### src/rtl/i2c_master_pkg.sv
// Shared definitions for the byte-level I2C master: FSM encodings, quarter
// indices, defaults and the per-state SCL/SDA drive table.
package i2c_master_pkg;

  typedef enum logic [2:0] {
    ST_IDLE  = 3'd0,
    ST_START = 3'd1,
    ST_BIT   = 3'd2,
    ST_ACK   = 3'd3,
    ST_STOP  = 3'd4,
    ST_HOLD  = 3'd5
  } state_e;

  localparam logic [1:0] Q0 = 2'd0;
  localparam logic [1:0] Q1 = 2'd1;
  localparam logic [1:0] Q2 = 2'd2;
  localparam logic [1:0] Q3 = 2'd3;

  localparam int         DEFAULT_CLK_DIV = 16;
  localparam logic [6:0] CODEC_ADDR      = 7'h10;

  // 1 = pull the line low
  typedef struct packed {
    logic scl;
    logic sda;
  } line_t;

  // Open-drain drive for a given state/quarter; a START entered from HOLD keeps SCL low in Q0.
  function automatic line_t line_drive(input state_e st, input logic [1:0] q,
                                       input logic data_bit, input logic from_hold);
    line_t l;
    case (st)
      ST_START: begin
        l.scl = from_hold && (q == Q0);
        l.sda = (q == Q2) || (q == Q3);
      end
      ST_BIT: begin
        l.scl = (q == Q0) || (q == Q1);
        l.sda = ~data_bit;
      end
      ST_ACK: begin
        l.scl = (q == Q0) || (q == Q1);
        l.sda = 1'b0;
      end
      ST_STOP: begin
        l.scl = (q == Q0) || (q == Q1);
        l.sda = (q != Q3);
      end
      ST_HOLD: begin
        l.scl = 1'b1;
        l.sda = 1'b0;
      end
      default: begin
        l.scl = 1'b0;
        l.sda = 1'b0;
      end
    endcase
    return l;
  endfunction

endpackage

### src/rtl/i2c_master_sync2.sv
// Two-flop synchronizer for an asynchronous bus pin; resets to the idle
// (released, high) bus level.
module i2c_master_sync2 (
  input  logic clk,
  input  logic rst,
  input  logic d,
  output logic q
);

  logic meta_r;
  logic sync_r;

  // Double-register the pin level.
  always_ff @(posedge clk) begin
    if (rst) begin
      meta_r <= 1'b1;
      sync_r <= 1'b1;
    end else begin
      meta_r <= d;
      sync_r <= meta_r;
    end
  end

  assign q = sync_r;

endmodule

### src/rtl/i2c_master.sv
// Byte-level I2C master: one command byte per transaction with optional
// START/repeated-START and STOP, quarter-phase SCL, ACK sampling, clock stretching.
module i2c_master
  import i2c_master_pkg::*;
#(
  parameter int CLK_DIV = DEFAULT_CLK_DIV
) (
  input  logic       clk,
  input  logic       rst,
  input  logic       cmd_valid,
  output logic       cmd_ready,
  input  logic       cmd_start,
  input  logic       cmd_stop,
  input  logic [7:0] cmd_byte,
  output logic       rsp_valid,
  output logic       rsp_nack,
  output logic       busy,
  output logic       scl_oe,
  output logic       sda_oe,
  input  logic       scl_i,
  input  logic       sda_i
);

  localparam int             CW       = $clog2(CLK_DIV);
  localparam logic [CW-1:0] DIV_LAST = CW'(CLK_DIV - 1);
  localparam logic [CW-1:0] DIV_ONE  = CW'(1);
  localparam logic [CW-1:0] DIV_ZERO = CW'(0);

  logic scl_sync_s;
  logic sda_sync_s;

  i2c_master_sync2 u_scl_sync (.clk(clk), .rst(rst), .d(scl_i), .q(scl_sync_s));
  i2c_master_sync2 u_sda_sync (.clk(clk), .rst(rst), .d(sda_i), .q(sda_sync_s));

  state_e        state_r, state_s;
  logic [1:0]    quarter_r, quarter_s;
  logic [CW-1:0] div_r, div_s;
  logic [2:0]    bit_r, bit_s;
  logic [7:0]    shift_r, shift_s;
  logic          stop_r, stop_s;
  logic          rstart_r, rstart_s;
  logic          quarter_end_s;

  logic  scl_oe_r, sda_oe_r, cmd_ready_r, rsp_valid_r, rsp_nack_r, busy_r;
  line_t drive_s;
  logic  cmd_ready_s, busy_s, rsp_valid_s;

  // Q2 cannot end until the slave has released SCL.
  assign quarter_end_s = (div_r == DIV_LAST) && ((quarter_r != Q2) || scl_sync_s);

  // State, counters, datapath and registered outputs.
  always_ff @(posedge clk) begin
    if (rst) begin
      state_r     <= ST_IDLE;
      quarter_r   <= Q0;
      div_r       <= DIV_ZERO;
      bit_r       <= 3'd0;
      shift_r     <= 8'h00;
      stop_r      <= 1'b0;
      rstart_r    <= 1'b0;
      scl_oe_r    <= 1'b0;
      sda_oe_r    <= 1'b0;
      cmd_ready_r <= 1'b1;
      rsp_valid_r <= 1'b0;
      rsp_nack_r  <= 1'b0;
      busy_r      <= 1'b0;
    end else begin
      state_r     <= state_s;
      quarter_r   <= quarter_s;
      div_r       <= div_s;
      bit_r       <= bit_s;
      shift_r     <= shift_s;
      stop_r      <= stop_s;
      rstart_r    <= rstart_s;
      scl_oe_r    <= drive_s.scl;
      sda_oe_r    <= drive_s.sda;
      cmd_ready_r <= cmd_ready_s;
      rsp_valid_r <= rsp_valid_s;
      busy_r      <= busy_s;
      if ((state_r == ST_ACK) && (quarter_r == Q3) && (div_r == DIV_ZERO)) begin
        rsp_nack_r <= sda_sync_s;
      end else begin
        rsp_nack_r <= rsp_nack_r;
      end
    end
  end

  // Next state and counters.
  always_comb begin
    state_s   = state_r;
    quarter_s = quarter_r;
    div_s     = div_r;
    bit_s     = bit_r;
    shift_s   = shift_r;
    stop_s    = stop_r;
    rstart_s  = rstart_r;
    case (state_r)
      ST_IDLE, ST_HOLD: begin
        if (cmd_valid && cmd_ready_r) begin
          shift_s   = cmd_byte;
          stop_s    = cmd_stop;
          rstart_s  = (state_r == ST_HOLD);
          quarter_s = Q0;
          div_s     = DIV_ZERO;
          bit_s     = 3'd0;
          if ((state_r == ST_IDLE) || cmd_start) begin
            state_s = ST_START;
          end else begin
            state_s = ST_BIT;
          end
        end else begin
          state_s = state_r;
        end
      end
      ST_START, ST_BIT, ST_ACK, ST_STOP: begin
        if (!quarter_end_s) begin
          if (div_r != DIV_LAST) begin
            div_s = div_r + DIV_ONE;
          end else begin
            div_s = div_r;
          end
        end else begin
          div_s     = DIV_ZERO;
          quarter_s = quarter_r + 2'd1;
          if (quarter_r == Q3) begin
            case (state_r)
              ST_START: state_s = ST_BIT;
              ST_BIT: begin
                shift_s = {shift_r[6:0], 1'b0};
                if (bit_r == 3'd7) begin
                  state_s = ST_ACK;
                  bit_s   = 3'd0;
                end else begin
                  bit_s   = bit_r + 3'd1;
                end
              end
              ST_ACK:  state_s = stop_r ? ST_STOP : ST_HOLD;
              default: state_s = ST_IDLE;
            endcase
          end else begin
            state_s = state_r;
          end
        end
      end
      default: state_s = ST_IDLE;
    endcase
  end

  // Outputs are decoded from the next state so they change with it.
  always_comb begin
    drive_s     = line_drive(state_s, quarter_s, shift_s[7], rstart_s);
    cmd_ready_s = (state_s == ST_IDLE) || (state_s == ST_HOLD);
    busy_s      = (state_s != ST_IDLE);
    rsp_valid_s = (state_s == ST_ACK) && (quarter_s == Q3) && (div_s == DIV_LAST);
  end

  assign scl_oe    = scl_oe_r;
  assign sda_oe    = sda_oe_r;
  assign cmd_ready = cmd_ready_r;
  assign rsp_valid = rsp_valid_r;
  assign rsp_nack  = rsp_nack_r;
  assign busy      = busy_r;

endmodule

### config.mk
export PLATFORM = sky130hd
export DESIGN_NAME = i2c_master
export DESIGN_NICKNAME = d
export VERILOG_FILES = /design/src/rtl/i2c_master_pkg.sv /design/src/rtl/i2c_master_sync2.sv /design/src/rtl/i2c_master.sv
export SDC_FILE = /design/constraint.sdc
export NUM_CORES = 1
export LEC_CHECK = 0
export CORE_MARGIN = 2
export CORE_UTILIZATION = 40
export DETAILED_ROUTE_END_ITERATION = 8
export PLACE_DENSITY = 0.67
export SETUP_SLACK_MARGIN = 0.1
export SYNTH_ARGS = -nofsm -noshare
export SYNTH_HDL_FRONTEND = slang
export SYNTH_HIERARCHICAL = 1
export SYNTH_SLANG_ARGS = --single-unit
### constraint.sdc
create_clock -name clk -period 5.98 [get_ports clk]
set_clock_uncertainty 0.15 [all_clocks]
set_input_delay 1.495 -clock clk [delete_from_list [all_inputs] [get_ports clk]]
set_output_delay 1.495 -clock clk [all_outputs]
set_load 0.1 [all_outputs]
# ---- Yosys cells after proc, flatten, opt, wreduce, memory -nomap -nowiden
# Cells that the tools add are included.
dict set report classes {
  n_mux 29
  n_reduce_logical 22
  n_bitwise 1
  n_addsub 3
  n_eq_ne 24
}
# operator n
set op_table {}
lappend op_table {{$mux 8} 4}
lappend op_table {{$mux 3} 9}
lappend op_table {{$pmux 8 s2} 1}
lappend op_table {{$eq 3x3->1 const B} 5}
lappend op_table {{$eq 3x2->1 const B} 4}
lappend op_table {{$mux 4} 3}
lappend op_table {{$ne 2x2->1 const B} 6}
lappend op_table {{$pmux 3 s2} 2}
lappend op_table {{$pmux 2 s5} 1}
lappend op_table {{$pmux 3 s3} 1}
lappend op_table {{$eq 4x4->1 const B} 2}
lappend op_table {{$pmux 4 s2} 1}
lappend op_table {{$logic_and 1x1->1} 7}
lappend op_table {{$eq 2x2->1 const B} 3}
lappend op_table {{$eq 3x1->1 const B} 2}
lappend op_table {{$logic_not 3->1} 2}
lappend op_table {{$mux 2} 3}
lappend op_table {{$logic_or 1x1->1} 5}
lappend op_table {{$reduce_and 5->1} 1}
lappend op_table {{$add 4x1->4 const B} 1}
lappend op_table {{$logic_not 4->1} 1}
lappend op_table {{$ne 4x4->1 const B} 1}
lappend op_table {{$pmux 2 s2} 1}
lappend op_table {{$reduce_or 4->1} 1}
lappend op_table {{10 further kinds} 12}
dict set report word_totals {
  input_bits 15
  output_inout_bits 6
  wordCells 97
  ff_bits 32
}

# ---- Depth between registers and ports, before layout
# Gate-level depths: netlist of the first run.
dict set report logic_depth {
  word_depth 9
  ltp_mapped 9
  mapped_depth_nobuf 8
}

# ---- Modules after synthesis
# Netlist of the first run, hierarchy kept.
# module cells_per_inst area_per_inst_um2 n_inst seq_area_each_um2
set modules_own_cells {}
lappend modules_own_cells {i2c_master 176 1507.7 1 560.5}
lappend modules_own_cells {i2c_master_sync2 4 52.6 2 40.0}

# ---- Worst setup path after synthesis of the first run
# No wires, ideal clock.
dict set report synth_timing {
  kind {in2reg}
  start {input cmd_valid}
  end {register rsp_valid_r, in the netlist rsp_valid}
  path_buffers 0
  t_arrival_ps 2755
  setup_slack_ps 2983
  stages 6
  required_ps 5738
  path_cell_list {a2111oi_0 -> a221oi_2 -> o21ai_2 -> a32oi_1 -> or3_1 -> nor4_1}
}
dict set report synth_via {
  elab_chain_cells 6
}
# element line
set synth_lines {}
lappend synth_lines {{start, declared} i2c_master.sv:10} ;# input logic cmd_valid,
lappend synth_lines {{$logic_and 1x1->1 *} i2c_master.sv:99} ;# if (cmd_valid && cmd_ready_r) begin
lappend synth_lines {{$mux 3 / $mux 2 (equally long branches)} i2c_master.sv:99}
lappend synth_lines {{$pmux 3 s2 / $pmux 2 s2 (equally long branches)} i2c_master.sv:97} ;# case (state_r)
lappend synth_lines {{$eq 3x2->1 / $eq 2x2->1 (equally long branches)} i2c_master.sv:154} ;# rsp_valid_s = (state_s == ST_ACK) && (quarter_s == Q3) && (div_s == DIV_LAST);
lappend synth_lines {{$logic_and 1x1->1} i2c_master.sv:154}
lappend synth_lines {{$logic_and 1x1->1 *} i2c_master.sv:154}
lappend synth_lines {{end signal, assigned} i2c_master.sv:78} ;# rsp_valid_r <= rsp_valid_s;
lappend synth_lines {{end, declared} i2c_master.sv:44} ;# logic scl_oe_r, sda_oe_r, cmd_ready_r, rsp_valid_r, rsp_nack_r, busy_r;
# Mark *: on every way between the ends. The rest lies on a longest branch, timed or not.
# A chain may end at the register's enable or synchronous reset.

# ---- Worst setup path after layout of the first run
dict set report layout_timing {
  start {register cmd_ready_r, in the netlist cmd_ready}
  end {output cmd_ready}
}
# element line
set layout_rtl {}
lappend layout_rtl {{start, declared} i2c_master.sv:44}
lappend layout_rtl {{start signal, assigned} i2c_master.sv:77} ;# cmd_ready_r <= cmd_ready_s;
lappend layout_rtl {{end, declared} i2c_master.sv:11} ;# output logic cmd_ready,
# No word-level cell between the ends.

==> results of run 1 <==
-- registers in the layout, indices dropped and copies added (netlist names), 2 cells and up --
signal	flops
shift_r	8
div_r	4
bit_r	3
state_r	3
quarter_r	2
-- how the worst min path moves through the flow --
stage / startpoint / end / slack, ns / depth (start not counted)
floorplan: u_scl_sync/meta_r$_SDFF_PP1_ / u_scl_sync/q$_SDFF_PP1_ / 0.23 / 1
global placement: u_sda_sync/meta_r$_SDFF_PP1_ / u_sda_sync/q$_SDFF_PP1_ / 0.23 / 1
detailed placement: u_sda_sync/meta_r$_SDFF_PP1_ / u_sda_sync/q$_SDFF_PP1_ / 0.24 / 1
CTS: u_sda_sync/meta_r$_SDFF_PP1_ / u_sda_sync/q$_SDFF_PP1_ / 0.25 / 1
global route: u_sda_sync/meta_r$_SDFF_PP1_ / u_sda_sync/q$_SDFF_PP1_ / 0.27 / 1
finish: u_sda_sync/meta_r$_SDFF_PP1_ / u_sda_sync/q$_SDFF_PP1_ / 0.25 / 1
-- final cells by class --
| cell class | count | area, um2 |
|---|---|---|
| Fill cell | 389 | 1980 |
| Multi-Input combinational cell | 139 | 916 |
| Sequential cell | 32 | 641 |
| Timing Repair Buffer | 22 | 215 |
| Clock buffer | 5 | 68.8 |
| Tap cell | 50 | 62.6 |
| Clock inverter | 3 | 42.5 |
| Inverter | 5 | 18.8 |
-- power breakdown --
group	switching [W]	leakage [nW]	internal [W]
logic	0.0000392	0.374	0.0000273
clock network	0.0000801	0.0541	0.000123
registers	0.00000712	0.261	0.000222
total	0.000126	0.689	0.000373
-- cells by family after synthesis --
logic type / Yosys count
AOI/OAI and AO/OA: 45
xor gates and xnor gates: 3
adders and majority gates: 6
buffers and inverters: 13
DFF: 32
muxes: 3
and+or+nand+nor: 82
-- layout by cell type, fill, tap and decap left out, drive strengths merged, types with 2 or more instances in the layout --
master / netlist / layout
a21oi: 19 / 19
a22oi: 8 / 8
a32oi: 2 / 2
and3: 2 / 2
buf: 4 / 2
clkbuf: 4 / 5
clkdlybuf4s50: 0 / 20
dfxtp: 32 / 32
ha: 6 / 6
inv: 5 / 5
mux2i: 3 / 3
nand2: 17 / 17
nand2b: 2 / 2
nand3: 4 / 4
nand3b: 3 / 3
nor2: 22 / 22
nor2b: 7 / 7
nor3: 7 / 7
nor3b: 2 / 2
nor4: 5 / 5
nor4b: 2 / 2
o21ai: 3 / 3
o31ai: 3 / 3
or2: 4 / 4
or3b: 2 / 2
xor2: 2 / 2
-- stage by stage --
stage | power, W | area [um2] | util | hold WS, ns | std cells
detailed placement | 0.000301 | 1850 | 0.470 | 0.239 | 248
floorplan | 0.000279 | 1610 | - | 0.233 | 184
finish | 0.000499 | 1960 | 0.498 | 0.248 | 256
CTS | 0.000505 | 1960 | 0.498 | 0.249 | 256
global route | 0.000523 | 1960 | 0.498 | 0.266 | 256
global placement | 0.000301 | 1850 | 0.470 | 0.235 | 248
-- layer usage --
metal / vias to the layer above / GRT usage / wire (um)
li1: 706 / - / -
met1: 616 / 0.217 / 1640
met2: 25 / 0.225 / 1420
met3: 2 / 0.0467 / 135
met4: 0 / 0.0536 / 19
met5: - / 0 / 0
==> summary.md, run 1 <==
The flow ran to the end, and the final reports show no timing, DRC or antenna violations. The detailed router placed 1349 vias in this run. The worst register-to-register path ends at sda_oe$_SDFF_PP0_. The core footprint is 3940 um2, and the required time reported for the critical path endpoint is 4.34 ns. Global routing usage summed across all routing layers: 0.155. Clock-pin slew was measured on the worst setup and hold paths at 0.07 ns.

The tools report the top-level port count as 21. Synthesis produced 184 cells. Total clock sinks: 32.

Setup repair after global routing left no endpoint under its margin. The initialized floorplan defines 23 standard-cell rows. After clock tree synthesis, the repair step resized 0 gates. Ranked by total cell area, the synthesized netlist is headed by dfxtp_1, a21oi_1, nor2_1, ha_1, a22oi_1. The number of antenna violations at the first check in global routing was 0. The first detailed-routing pass took 5 iterations. The initial core utilization is 0.409, and the cell area power density is 254 nW/um2. Setup violations remaining at the end of the flow were counted as 0. Along the worst path, the maximum fanout reaches 5. The tree is rooted in a clkbuf_8.

The first global-routing pass estimated 5340 um of wire. The slowest stage of the critical path belongs to the cell clkdlybuf4s50_1. The async set-reset flop share out of synthesis was 0; the final-stage net count was 226.

The congestion estimate from routability-driven global placement came to 0.882. Input and output buffers added on the ports amount to 20. The logs give 0 for the final routed DRC violation total and 1183 for the via count of the first global-routing pass. Entering global routing, the biggest net connects 32 pins. The shortest clock period the worst path allows after layout was 3.48 ns; the total wire length was 3220 um. The share of layout cells above drive strength 1 came out at 0.102. The horizontal die dimension came out at 67.5 um. In this run the worst setup path begins at cmd_ready$_SDFF_PP1_. The number of nets produced by synthesis is 205, and the number of warnings issued by yosys is 6. By startpoint and endpoint, the worst setup path is classified as flip-flop to output pin. Type of element capturing the critical path: an output pin.

Number of buffers on the longest clock path: 2. For this run the aggregate overflow at the end of global routing stands at 0. After detailed routing, the number of vias per cell comes to 5.27.

The proportion of netlist area held by the largest area contributor works out to 0.397. The startpoint type of the worst setup path was a flip-flop. The H-tree was split into 2 levels. The number of enable flip-flop cells after synthesis is 0, and the post-synthesis cell type count is 48. The post-synthesis mux area share is 0.0186, and the final count of pins violating max slew is 0. The sequential area share after synthesis is 0.397, and the fraction of the mapped netlist area in compound gates is 0.192.

STA puts the critical path data arrival time at 1.84 ns. Pre-CTS worst setup slack: 2.34 ns. The biggest area contributor in the post-synthesis netlist is dfxtp_1. The chip height is 67.5 um, and the average wire per cell in the routed design is 12.6 um. The initial detailed-routing violation count came out at 91. For this run, the leading register cell type out of synthesis is dfxtp_1.

For the final routed database, the setup TNS stands at 0 ns. The floorplan step defined a die boundary enclosing 4560 um2. The critical path buffer and inverter count came out at 1. The XOR/XNOR share of the synthesized area is 0.0163. IR analysis of the VDD net gives a maximum drop of 0.000169 V. Once detailed placement completed, the half-perimeter wirelength came to 2370 um.

The cell area after synthesis is 1610 um2. By count the netlist is led by dfxtp_1, nor2_1, a21oi_1, nand2_1, a22oi_1. The category of cells accounting for the largest share of critical-path delay is buffers and inverters. The headroom to the max-slew limit came out at 0.355.

After synthesis, the largest family of logic cells by area is simple AND/OR/NAND/NOR gates. The highest achievable clock rate was 287 MHz. Traced cell by cell, the critical path runs through clkdlybuf4s50_1. The fraction of the cycle the final worst path needs is 0.582. The library cell with the highest instance count after synthesis was dfxtp_1. For the pin with the worst max-slew slack, the measured transition is 0.964 ns. TritonCTS built the clock tree. Once the clock tree was built, the setup fixing pass inserted 0 buffers.

Count of cell instances traversed by the critical path: 1. The adder-cell share of the synthesized area is 0.0465. The setup check on the worst reg-to-reg path leaves a slack of 3.58 ns. Each instance of the synthesized netlist takes up on average 8.77 um2. Clock latency on the worst-skew pair, taken at its later pin, is 0.28 ns. The reg-to-reg critical path startpoint is state_r[1]$_SDFF_PP0_.

Summed over all cells, the static leakage comes to 0.689 nW. The growth of design area from synthesis to finish is 21.8%. For this run, the slowest stage of the critical path takes 1.16 ns. The simple-gate share of the synthesized area works out to 0.294. The number of cell instances on the worst register-to-register path came out at 6. Buffers inserted to repair hold after CTS numbered 0. The logs give 0 for the number of hold-slack violations in the final timing report and 0 for the number of nets with antenna violations after detailed routing. Setup slack on the critical path of the routed design comes to 2.50 ns. In this run, synthesis produced a sequential element count of 32.

Classification of the worst-slack hold path: flip-flop to flip-flop. Following the worst setup path forward leads to its endpoint at cmd_ready. The logs give 0 for the diode insertion count for antenna repair and 5 for the number of buffers inserted during clock tree synthesis. The tool flagged a number of max-cap violations equal to 0.
No activity file was read; power rests on OpenSTA's default activity.
==> run 2, diff against run 1 <==
==> constraint.sdc (replaced) <==
create_clock -name clk -period 3.57 [get_ports clk]
set_clock_uncertainty 0.15 [all_clocks]
set_input_delay 0.8925 -clock clk [delete_from_list [all_inputs] [get_ports clk]]
set_output_delay 0.8925 -clock clk [all_outputs]
set_load 0.1 [all_outputs]
==> run 2 against run 1 <==
Combinational power is 67% higher. Die area did not move. Sequential share of layout area grew 0.61 points. Global-route usage up 1.3 points. Register-to-register slack worse by 2.4 ns. Largest power group unchanged.
==> summary.md, run 2 (synthesis gave the netlist of run 1 again) <==
The pin count of the biggest net entering global routing is 23 (-28%). The logs give 3.61 ns (-0.73 ns) for the required time reported for the critical path endpoint and 0 (unchanged) for the post-CTS setup buffer count. The share of layout cells above drive strength 1 is 0.121 (+0.0194), and the cell area power density is 401 nW/um2 (+58%).

Overall die area: 4560 um2 (unchanged). The horizontal die dimension is 67.5 um (unchanged). The top cell types in the final layout, fill and taps aside, are dfxtp_1, nor2_1, a21oi_1.

The chip height came out at 67.5 um (unchanged). The shortest clock period the worst path allows after layout is 2.83 ns, and the number of nets with antenna violations after detailed routing is 0 (unchanged). For the placement row count, the log shows 23 (unchanged). The initial detailed-routing violation count was 90 (-1.1%). Count of port buffers added during placement: 20 (unchanged). The largest register by flop count is shift_r. The final sum of negative setup slack is 0 ns (unchanged), and the number of cell instances on the worst register-to-register path is 6 (unchanged).

Clock slew seen by the registers of the worst setup and hold paths: 0.06 ns (about the same). The tree is rooted in a clkbuf_8. Total clock sinks: 32 (unchanged).

The library cell used most frequently in the layout, excluding fill and tap cells, is dfxtp_1. The logs give 1367 (+1.3%) for the count of vias placed by the detailed router and 0.168 (+0.0128) for the global routing usage summed across all routing layers. The via count of the first global-routing pass is 1269 (+7.3%), and the final-stage net count is 226 (unchanged).

The number of hold buffers added after CTS came out at 0 (unchanged). The average wire per cell in the routed design is 12.9 um (+2.4%). For the global-route wire length before repair, the log shows 5660 um (+6.1%). Top-level port count: 21 (unchanged). The number of flip-flops under the largest register name works out to 8 (unchanged).

The setup path with the least slack is of type primary input to flip-flop. The run finished with clean final reports. The largest registers in the layout are shift_r: 8 flops, div_r: 4 flops. The pre-CTS worst setup slack is 0.455 ns (-1.88 ns).

The H-tree depth is 2 (unchanged). For the register-to-register setup slack, the log shows 1.20 ns (-2.38 ns). The sequential cell area is 641 um2 (unchanged), and the fraction of the cycle the final worst path needs is 0.792. The worst hold path depth is 1 (unchanged), and the detail-routed via count per cell is 5.34 (+1.3%). The core footprint is 3940 um2 (unchanged), and the growth of design area from synthesis to finish is 19.6%. The tools report the number of buffers inserted during clock tree synthesis as 5 (unchanged).

The startpoint identified for the worst hold timing path is u_sda_sync/meta_r$_SDFF_PP1_. Setup repair after global routing left no endpoint under its margin. The tools report the end of the worst hold path as u_sda_sync/q$_SDFF_PP1_. The tools report the type of element capturing the critical path as a flip-flop. The startpoint identified for the worst register-to-register timing path is div_r[0]$_SDFF_PP0_. The static power due to leakage is 0.690 nW (+0.21%).

The maximum fanout encountered on the critical timing path was 5 (unchanged); the overall overflow remaining after global route was 0 (unchanged). The post-route worst setup slack came out at 0.741 ns (-1.76 ns). The tools report the worst endpoint data arrival time as 2.87 ns (+1.03 ns). The final routed DRC violation total was 0 (unchanged). The headroom to the max-slew limit was 0.523 (+0.168). Detailed-placement wirelength estimate: 2480 um (+4.7%). The initial core utilization is 0.409 (unchanged), and the total wire length is 3290 um (+2.4%). For this run, the top clock speed supported by timing is 353 MHz. The tools report the total of max-cap violations as 0 (unchanged). The number of antenna violations at the first check in global routing is 0 (unchanged). TritonCTS built the clock tree.

Global placement routability congestion: 0.878 (-0.51%). The maximum vdd ir drop is 0.000260 V (+54%). The insertion delay of the later-clocked pin in the worst-skew pair is 0.28 ns (about the same).

The fill cell instance count of the final layout was 376 (-3.3%); the number of detailed-routing iterations run before antenna repair was 4 (-1). Actual transition at the worst max-transition pin: 0.715 ns (-0.249 ns). The path class of the tightest hold or removal check is flip-flop to flip-flop. The tools report the worst reg2reg path endpoint as sda_oe$_SDFF_PP0_. The area of combinational cells with multiple inputs is 916 um2 (unchanged). The final count of pins violating max slew came out at 0 (unchanged).

The diode insertion count for antenna repair came out at 0 (unchanged). The number of buffers on the longest clock path is 2 (unchanged), and the number of hold-slack violations in the final timing report is 0 (unchanged). The tools report the startpoint type of the worst setup path as a primary input.

For the number of instances resized during post-cts repair, the log shows 0 (unchanged). The tools report the number of failing setup endpoints in the final timing report as 0 (unchanged).
-- run 2: cell count changes in the layout (fill, tap and decap cells not counted), sizes merged --
cell,before,now
buf,2,8
bufinv,1,0
clkbuf,5,8
clkdlybuf4s50,20,14
clkinv,1,0
clkinvlp,1,0
-- run 2: per-layer routing --
metal,vias up,wire [um],global-route usage
met1,620,1520,0.203
li1,705,-,-
met3,8,189,0.0500
met5,-,0,0
met2,34,1500,0.268
met4,0,85,0.0893
-- run 2: area by class of cell --
type / count / share of cell area
clock buffers: 8 / 0.0467
inverters: 5 / 0.00973
multi-input cells: 139 / 0.475
flip-flops and latches: 32 / 0.332
well taps: 50 / 0.0324
repair buffers: 22 / 0.104
-- run 2: metrics by stage --
stage,power (W),hold slack [ns],instances,utilization,cell area (um2)
6_report,0.000774,0.248,256,0.489,1930
5_1_grt,0.000816,0.263,256,0.489,1930
3_3_place_gp,0.000502,0.235,248,0.466,1840
3_5_place_dp,0.000503,0.241,248,0.466,1840
4_1_cts,0.000785,0.249,256,0.489,1930
2_1_floorplan,0.000468,0.233,184,-,1610
-- run 2: worst max-delay path by stage --
stage,start,to,slack (ns),cells after the start
after CTS,cmd_valid,rsp_valid$_SDFF_PP0_,0.72,7
after floorplan,cmd_ready$_SDFF_PP1_,sda_oe$_SDFF_PP0_,0.97,7
after detailed placement,cmd_valid,rsp_valid$_SDFF_PP0_,0.46,7
after global placement,cmd_valid,rsp_valid$_SDFF_PP0_,0.47,7
final,cmd_valid,rsp_valid$_SDFF_PP0_,0.74,7
after global routing,cmd_valid,rsp_valid$_SDFF_PP0_,0.50,7
-- run 2: worst max-delay path, cell delays in order --
cell and delay [ns]:
clkdlybuf4s50_1 0.45, a2111oi_0 0.56, a221oi_2 0.15, o21ai_2 0.12, a32oi_1 0.18, or3_1 0.37, nor4_1 0.15
-- run 2: where the power goes --
part	switching [W]	internal, W	leakage [nW]	total [W]
clock network	0.000122	0.000157	0.0455	0.000279
logic	0.0000663	0.0000450	0.384	0.000111
registers	0.0000117	0.000373	0.261	0.000384
==> run 3, diff against run 2 <==
==> constraint.sdc (replaced) <==
create_clock -name clk -period 2.76 [get_ports clk]
set_clock_uncertainty 0.15 [all_clocks]
set_input_delay 0.69 -clock clk [delete_from_list [all_inputs] [get_ports clk]]
set_output_delay 0.69 -clock clk [all_outputs]
set_load 0.1 [all_outputs]
==> run 3 against run 2 <==
Sequential power is 30% higher. Sequential cell count did not move. Non-clock buffer count up 5. Core utilization is 1.3 points higher. Sequential share of layout area is 0.86 points lower. Die area did not move. Setup slack worse by 0.48 ns. First-iteration DRC count increased by 29%. Count of clock-buffer cells in the layout unchanged. Clock power rose by 30%. Register-to-register slack worse by 0.79 ns. Wire length up 0.64%. Largest power group unchanged.
==> summary.md, run 3 (synthesis gave the netlist of run 1 again) <==
The setup path with the least slack is of type primary input to flip-flop. The horizontal die dimension came out at 67.5 um (unchanged). The buffer type at the clock tree root is clkbuf_8. The logs give 190 um (+0.53%) for the met3 layer wire length in the routed design and 3310 um (+0.64%) for the total wire length.

The logs give 1890 um2 (+2.7%) for the placed cell area and 0 (unchanged) for the overall overflow remaining after global route. The detail-routed via count per cell is 5.31 (-0.48%). Classification of the worst-slack hold path: flip-flop to flip-flop. The logs give 1980 um2 (+2.7%) for the post-layout instance area and 1209 (-4.7%) for the via count of the first global-routing pass. The overall die area is 4560 um2 (unchanged), and the core footprint is 3940 um2 (unchanged). The tools report the headroom to the max-slew limit as 0.576 (+0.0529). The total of max-cap violations came out at 0 (unchanged).

The library cells used most frequently in the layout, excluding fill and tap cells, are dfxtp_1, nor2_1, a21oi_1. The logs give 0 (unchanged) for the diode insertion count for antenna repair and -0.0575 ns (-0.513 ns) for the pre-CTS worst setup slack. Walking the worst path, the cells encountered are clkdlybuf4s50_1 -> nand2_1 -> a221oi_2 -> o21ai_2 -> a21oi_1 -> nand4_1 -> a31oi_1. The clock slew seen by the registers of the worst setup and hold paths is 0.06 ns (about the same). In this run the top signal layer used is met4. The worst stage delay on the critical path is 0.52 ns (-0.04 ns). The run gives 0 (unchanged) as the number of antenna violations at the first check in global routing. The insertion delay of the later-clocked pin in the worst-skew pair is 0.28 ns (about the same), and the critical path buffer and inverter count is 1 (unchanged). For this run, the top clock speed supported by timing is 399 MHz. The global placement routability congestion was 0.899 (+2.4%). The run gives 5 (unchanged) as the number of buffers inserted during clock tree synthesis. Setup repair after global routing could not meet its margin everywhere. The detailed-routing wirelength on met1 is 1590 um (+5.1%).

The chip height works out to 67.5 um (unchanged). The logs give 261 (+2.0%) for the final standard cell count with taps included and fillers excluded and 23 (unchanged) for the pin count of the biggest net entering global routing. Count of vias placed by the detailed router: 1387 (+1.5%).

The run gives 231 (+2.2%) as the final-stage net count. Subtracting the final worst setup slack from the clock period gives 2.50 ns. Ranked by flip-flop count, first place goes to shift_r. For the number of hold-slack violations in the final timing report, the log shows 0 (unchanged). The detailed-placement wirelength estimate was 2400 um (-3.1%); the growth of design area from synthesis to finish was 22.7%. The run gives 116 (+29%) as the initial detailed-routing violation count. TritonCTS built the clock tree.

The logs give 0 ns (unchanged) for the final sum of negative setup slack and 2 (unchanged) for the H-tree depth. The logs give 23 (unchanged) for the placement row count and 2.56 ns (-0.31 ns) for the worst endpoint data arrival time. The final routed DRC violation total is 0 (unchanged). For the final count of pins violating max slew, the log shows 0 (unchanged).

The maximum vdd ir drop came out at 0.000385 V (+48%). The number of flip-flops under the largest register name is 8 (unchanged). The average wire per cell in the routed design is 12.7 um (-1.3%). The tools report the number of failing setup endpoints in the final timing report as 0 (unchanged). The maximum fanout encountered on the critical timing path was 5 (unchanged); the number of detailed-routing iterations run before antenna repair was 5 (+1). The cell total after placement is 253 (+2.0%).

The count of port buffers added during placement works out to 20 (unchanged). STA classifies the critical path endpoint as a flip-flop. Grouping stages by cell kind, the critical path spends the most delay in compound AO/OA/AOI/OAI gates. The cell area power density is 515 nW/um2 (+28%), and the initial core utilization is 0.409 (unchanged). The register-to-register setup slack was 0.41 ns (-0.79 ns). The total clock sinks was 32 (unchanged). The actual transition at the worst max-transition pin came out at 0.633 ns (-0.0816 ns).

The largest individual stage delay along the critical path comes from the cell clkdlybuf4s50_1. The number of nets with antenna violations after detailed routing was 0 (unchanged). Leaving out fill and tap cells, the most frequent cell in the layout is dfxtp_1. The share of layout cells above drive strength 1 came out at 0.142 (+0.0208). Post-route worst setup slack: 0.257 ns (-0.485 ns). The top-level port count was 21 (unchanged). The flow ran to the end, and the final reports show no timing, DRC or antenna violations.

The post-CTS setup buffer count is 0 (unchanged). The fraction of the cycle the final worst path needs was 0.907. The largest registers in the layout are shift_r: 8 flops, div_r: 4 flops. The tools report the global routing usage summed across all routing layers as 0.166 (-0.00257). The global-route wire length before repair is 5540 um (-2.2%), and the required time reported for the critical path endpoint is 2.82 ns (-0.79 ns). The routed length on met2 was 1440 um (-4.4%). The worst setup path is launched from a primary input.

For the number of buffers on the longest clock path, the log shows 2 (unchanged). Static power due to leakage: 0.718 nW (+4.0%).
## run 3: cell types whose count changed in the layout (fill, tap and decap cells not counted), sizes merged
| cell | before | now |
|---|---|---|
| buf | 8 | 13 |
## run 3: layout make-up
type	instances	area [um2]
Fill cell	374	1960
Clock buffer	8	90.1
Timing Repair Buffer	27	250
Tap cell	50	62.6
Multi-Input combinational cell	139	917
Inverter	5	18.8
Sequential cell	32	641
## run 3: what timing repair did
action / 4_1_cts / 5_1_grt
gates resized for setup: 0 / 1
hold buffers: 0 / 0
setup endpoints to repair: 0 / 3
## run 3: final timing paths
| check | cells past startpoint | to | from |
|---|---|---|---|
| min reg2reg | 1 | u_sda_sync/q$_SDFF_PP1_ | u_sda_sync/meta_r$_SDFF_PP1_ |
| max | 7 | scl_oe$_SDFF_PP0_ | cmd_valid |
| max reg2reg | 8 | sda_oe$_SDFF_PP0_ | quarter_r[0]$_SDFF_PP0_ |
| min | 1 | u_sda_sync/q$_SDFF_PP1_ | u_sda_sync/meta_r$_SDFF_PP1_ |
## run 3: worst reg2reg max path, stage by stage (launching register included)
cell     delay (ns)
dfxtp_1        0.41
inv_1          0.07
ha_1           0.20
nor2b_1        0.20
o31a_1         0.34
nor3_4         0.28
nand2_2        0.11
or3b_1         0.39
a21oi_2        0.13
## run 3: report_power, final
group          total (W)  switching [W]  internal [W]
Clock           0.000363       0.000160      0.000203
Combinational   0.000159      0.0000889     0.0000699
Sequential      0.000498      0.0000160      0.000482
## run 3: layer usage
layer  vias up  GRT usage
met3         9     0.0483
li1        717          -
met5         -          0
met4         0      0.110
met2        37      0.230
met1       624      0.220
## run 3: per-stage QoR
| step | hold slack (ns) | utilization | power [W] |
|---|---|---|---|
| 4_1_cts | 0.257 | 0.502 | 0.00104 |
| 6_report | 0.252 | 0.502 | 0.00102 |
| 5_1_grt | 0.275 | 0.502 | 0.00107 |
| 3_5_place_dp | 0.244 | 0.479 | 0.000667 |
| 3_3_place_gp | 0.235 | 0.479 | 0.000665 |
| 2_1_floorplan | 0.233 | - | 0.000605 |
